### src/rtl/keypad_entry.sv
// keypad_entry: assembles a fixed-length numeric code from debounced keypad
// levels and offers it downstream with a valid/ready handshake.
//
// Ports:
//   clk          rising-edge clock
//   reset        asynchronous, active-high reset
//   key_code     digit value presented by the keypad (0..9 accepted)
//   key_press    level, high while a digit key is held
//   key_enter    level, high while the enter key is held
//   key_clear    level, high while the clear key is held
//   code_ready   downstream comparator can accept a code
//   code         assembled code, first-entered digit in the MSBs
//   code_valid   code holds a complete code offered downstream
//   digit_count  digits accepted so far
//   entry_error  one-cycle pulse for a rejected key event
//   timeout      one-cycle pulse for an abandoned entry
//
// Optional feature: define KEYPAD_ENTRY_TIMEOUT_EN to abandon an entry after
// TIMEOUT_CYCLES cycles in COLLECT without a key edge. Without it, timeout
// is tied low and an entry waits indefinitely.
module keypad_entry #(
  parameter int NUM_DIGITS     = 4,
  parameter int TIMEOUT_CYCLES = 1000
) (
  input  logic                    clk,
  input  logic                    reset,
  input  logic [3:0]              key_code,
  input  logic                    key_press,
  input  logic                    key_enter,
  input  logic                    key_clear,
  input  logic                    code_ready,
  output logic [NUM_DIGITS*4-1:0] code,
  output logic                    code_valid,
  output logic [3:0]              digit_count,
  output logic                    entry_error,
  output logic                    timeout
);

  localparam int W = NUM_DIGITS * 4;

  typedef enum logic [1:0] {IDLE, COLLECT, PRESENT} state_t;

  state_t         state, state_n;
  logic [W-1:0]   code_n;
  logic [3:0]     count_n;
  logic           valid_n, error_n;

  // Key levels as {clear, enter, press}: key_q is the sampled level, key_qq
  // the level one cycle earlier. primed is low only for the first cycle after
  // reset, when key_qq is loaded with the raw level so a key held through
  // reset release does not look like a fresh press.
  logic [2:0]     key_q, key_qq;
  logic [3:0]     key_code_q;
  logic           primed;
  logic           clr_e, ent_e, dig_e, to_hit;

  always_ff @(posedge clk or posedge reset) begin
    if (reset) begin
      key_q      <= '0;
      key_qq     <= '0;
      key_code_q <= '0;
      primed     <= 1'b0;
    end else begin
      // NOTE: sequential state uses non-blocking assignments so every
      // register samples pre-edge values regardless of statement order.
      key_q      <= {key_clear, key_enter, key_press};
      key_qq     <= primed ? key_q : {key_clear, key_enter, key_press};
      key_code_q <= key_code;
      primed     <= 1'b1;
    end
  end

  assign clr_e = key_q[2] & ~key_qq[2];
  assign ent_e = key_q[1] & ~key_qq[1];
  assign dig_e = key_q[0] & ~key_qq[0];

`ifdef KEYPAD_ENTRY_TIMEOUT_EN
  localparam int CW = $clog2(TIMEOUT_CYCLES + 1);

  logic [CW-1:0] idle_cnt, idle_cnt_n;

  // The counter reads TIMEOUT_CYCLES-1 after that many quiet cycles, so the
  // abandon happens on the TIMEOUT_CYCLES-th quiet edge.
  assign to_hit = (state == COLLECT) && (idle_cnt == CW'(TIMEOUT_CYCLES - 1));

  always_comb begin
    idle_cnt_n = idle_cnt + 1'b1;
    if (state != COLLECT || clr_e || ent_e || dig_e || to_hit) idle_cnt_n = '0;
  end

  always_ff @(posedge clk or posedge reset) begin
    if (reset) begin
      idle_cnt <= '0;
      timeout  <= 1'b0;
    end else begin
      idle_cnt <= idle_cnt_n;
      timeout  <= to_hit;
    end
  end
`else
  assign to_hit  = 1'b0;
  assign timeout = 1'b0;
`endif

  always_comb begin
    // NOTE: every output of this block gets a default first, so no path
    // through the case leaves a variable unassigned and no latch is inferred.
    state_n = state;
    code_n  = code;
    count_n = digit_count;
    valid_n = code_valid;
    error_n = 1'b0;

    case (state)
      PRESENT: begin
        // Key edges are ignored here; only the handshake ends the offer.
        if (code_ready) begin
          state_n = IDLE;
          code_n  = '0;
          count_n = '0;
          valid_n = 1'b0;
        end
      end
      default: begin
        // Priority: timeout > clear > enter > digit; losers are dropped.
        if (to_hit || clr_e) begin
          state_n = IDLE;
          code_n  = '0;
          count_n = '0;
        end else if (ent_e) begin
          if (state == COLLECT && digit_count == 4'(NUM_DIGITS)) begin
            state_n = PRESENT;
            valid_n = 1'b1;
          end else begin
            state_n = IDLE;
            code_n  = '0;
            count_n = '0;
            error_n = 1'b1;
          end
        end else if (dig_e) begin
          if (key_code_q > 4'd9 || digit_count == 4'(NUM_DIGITS)) begin
            error_n = 1'b1;
          end else begin
            state_n = COLLECT;
            code_n  = (code << 4) | W'(key_code_q);
            count_n = digit_count + 4'd1;
          end
        end
      end
    endcase
  end

  always_ff @(posedge clk or posedge reset) begin
    if (reset) begin
      state       <= IDLE;
      code        <= '0;
      digit_count <= '0;
      code_valid  <= 1'b0;
      entry_error <= 1'b0;
    end else begin
      state       <= state_n;
      code        <= code_n;
      digit_count <= count_n;
      code_valid  <= valid_n;
      entry_error <= error_n;
    end
  end

endmodule

### config.mk
export PLATFORM = sky130hd
export DESIGN_NAME = keypad_entry
export DESIGN_NICKNAME = d
export VERILOG_FILES = /design/src/rtl/keypad_entry.sv
export SDC_FILE = /design/constraint.sdc
export NUM_CORES = 1
export LEC_CHECK = 0
export CORE_MARGIN = 1.5
export CORE_UTILIZATION = 40
export CTS_CLUSTER_DIAMETER = 60
export DETAILED_ROUTE_END_ITERATION = 10
export PLACE_DENSITY = 0.66
export SKIP_LAST_GASP = 1
export SYNTH_ARGS = -nofsm -noshare
export SYNTH_HDL_FRONTEND = slang
export SYNTH_SLANG_ARGS = --single-unit
### constraint.sdc
create_clock -name clk -period 3.08 [get_ports clk]
set_input_delay 0.462 -clock clk [delete_from_list [all_inputs] [get_ports clk]]
set_output_delay 0.462 -clock clk [all_outputs]
set_load 0.1 [all_outputs]
==> flow_summary.yaml <==
logic_synthesis:
  synth-seq-cells: 35
  yosys.area.top_type: "dfrtp_1"
  synth.distinct_cells: 36
  yosys.cell_count.top_type: "dfrtp_1"
  synth_area_um2: 1418
  async_flop_share_pct: 100.0
  synth-edff-count: 0
  syn_avg_cell_area_um2: 13.37
  synth_fp_nets: 118
  yosys_warnings: 0
  synth_common_cells: "dfrtp_1 (35), a22o_1 (17)"
  yosysTopAreaCellShare_pct: 61.78
  ys_seq_area_share_pct: 61.78
  syn_inst: 106
  synthTopCellsByArea: "dfrtp_1 (62%), a22o_1 (11%), mux2_2 (3.2%)"
  synthFlopType: "dfrtp_1"
critical_path:
  crit_path_end_kind: "flop"
  cp.required_ns: 3.36
  path_max_fanout: 19
  crit_arrival_ns: 2.34
  startpoint_type: "flop"
  crit_type: "reg -> reg"
  ff2ff_path_depth: 6
grt:
  grt_max_degree: 36
  grtUsageTotal_pct: 14.69
  antenna_found_initial: 0
  globalRouteOverflowTotal: 0
  grt_pass1_wl_mm: 4.526
  grt_pass1_vias: 986
cells_and_area:
  syn_to_final_growth_pct: 26.65
  n_fill_cell: 322
  antenna_cells: 0
  drive_gt1_share_pct: 28.17
  multi_input_comb_area_um2: 483.0
  regArea_um2: 875.8
  finalNetCount: 153
placement:
  routabilityCongestion: 0.7668
  io_buffers: 31
  hpwl_mm: 1.793
sta:
  skew_ns: 0.007411
  worst_slew_pin_slew_ns: 0.6609
  fmax_mhz: 483.2
  fin_crit_ns: 2.069
  final-setup-viol-count: 0
  hold_slack_ns: 0.4940
  slew_violations: 0
  finalHoldViolCount: 0
  rsz0062_at_grt: "false"
  fin_crit_sh_pct: 67.19
  slew_headroom_pct: 55.89
  tns_ns: 0
cts:
  postCtsSetupBuffers: 0
  hold_buffers: 0
  cts.sinks: 35
  ctsRootBufferMaster: "clkbuf_4"
  postCtsResizedCells: 0
  cts_tree: "yes"
  clk_pin_slew_ns: 0.10
  htree_levels: 2
  cts_buffer_depth: 2
  clkLatencyLatePin_ns: 0.34
  numCtsBuffers: 5
die:
  io_pins: 33
  die_y_um: 62.53
  start_util_pct: 42.15
  dieArea_um2: 3910
  row_count: 21
  core_um2: 3363
  fp.dieW_um: 62.53
route:
  vias: 974
  wl_mm: 2.555
  vias_per_cell: 5.181
  drt-pass1-iter-count: 4
  wl_per_cell_um: 13.59
  ant_nets: 0
  first_iter_violations: 28
  drc_errors: 0
power_and_ir_drop:
  p_leak_nw: 0.8978
  vdd_drop_max_uv: 457.4
  p_per_area_nw_per_um2: 699.8
min_path:
  whs_path_depth: 1
  hp-class: "reg -> reg"
job:
  maxCapViolCount: 0
outcome:
  status: "finished clean"
[worst max-delay path, stage by stage, from the launching register on]
cell      delay (ns)
dfrtp_1         0.45
inv_1           0.08
ha_1            0.21
nand4b_2        0.14
o41ai_2         0.36
a21o_1          0.50
mux2_2          0.26
[cell usage in the layout (no fill, tap or decap), types with 4 or more instances in the layout]
master | synthesis | layout
clkbuf_4 | 0 | 5
mux2_2 | 4 | 4
inv_1 | 4 | 4
dfrtp_1 | 35 | 35
a22o_1 | 17 | 17
nand3_1 | 4 | 4
clkdlybuf4s50_1 | 0 | 9
nor2_1 | 4 | 4
buf_4 | 1 | 23
[metrics by stage]
stage               setup slack, ns  std cells  cell area [um2]  total power, W  util [%]
floorplan                    0.7960        106             1418       0.0008214         -
global placement             0.9455        180             1694       0.0008567     50.37
detailed placement           0.9030        180             1694       0.0008657     50.37
CTS                          0.9987        188             1795        0.001272     53.39
global route                 0.8528        188             1795        0.001318     53.39
finish                        1.011        188             1795        0.001256     53.39
[kinds of logic after synthesis]
logic type / count (synthesis) / share of synthesized area [%]
and+or+nand+nor: 24 / 10.77
DFF: 35 / 61.78
buffers and inverters: 8 / 4.148
muxes: 4 / 3.177
adders and majority gates: 2 / 1.765
other: 2 / 0.5298
AOI/OAI and AO/OA: 31 / 17.83
[sequential cells by signal, summed over array words and instances (netlist names)]
name / flops
code: 16
key_q: 3
digit_count: 4
key_qq: 3
entry_error: 1
primed: 1
key_code_q: 4
code_valid: 1
state: 2
[path summary, 6_finish.rpt]
path | slack [ns] | endpoint | from
setup / recovery | 1.01 | digit_count[0]$_DFFE_PP0P_ | digit_count[0]$_DFFE_PP0P_
hold / removal | 0.49 | code[0]$_DFFE_PP0P_ | key_code_q[0]$_DFF_PP0_
setup reg to reg | 1.01 | digit_count[0]$_DFFE_PP0P_ | digit_count[0]$_DFFE_PP0P_
hold reg to reg | 0.49 | code[0]$_DFFE_PP0P_ | key_code_q[0]$_DFF_PP0_
max in group asynchronous | 2.26 | code[7]$_DFFE_PP0P_ | reset
min in group asynchronous | 0.51 | code_valid$_DFFE_PP0P_ | reset
[where the power goes]
part	internal, W	total [W]	switching (W)
Clock	0.000253	0.000402	0.000149
Sequential	0.000495	0.000531	0.0000364
Combinational	0.0000829	0.000324	0.000241
Total	0.000831	0.00126	0.000426
[per-layer routing]
metal | global-route usage [%] | part of all wire [%]
met5 | 0 | 0
met4 | 5.833 | 1.9
met3 | 5.045 | 4.5
met2 | 23.12 | 49
met1 | 18.62 | 45
[final cells by class]
type,instances,area share [%]
Inverter,4,0.8362
Multi-Input combinational cell,63,26.90
Timing Repair Buffer,32,14.63
Clock inverter,2,3.345
Tap cell,46,3.206
Sequential cell,35,48.78
Clock buffer,6,2.300
No activity file was read; power rests on OpenSTA's default activity.
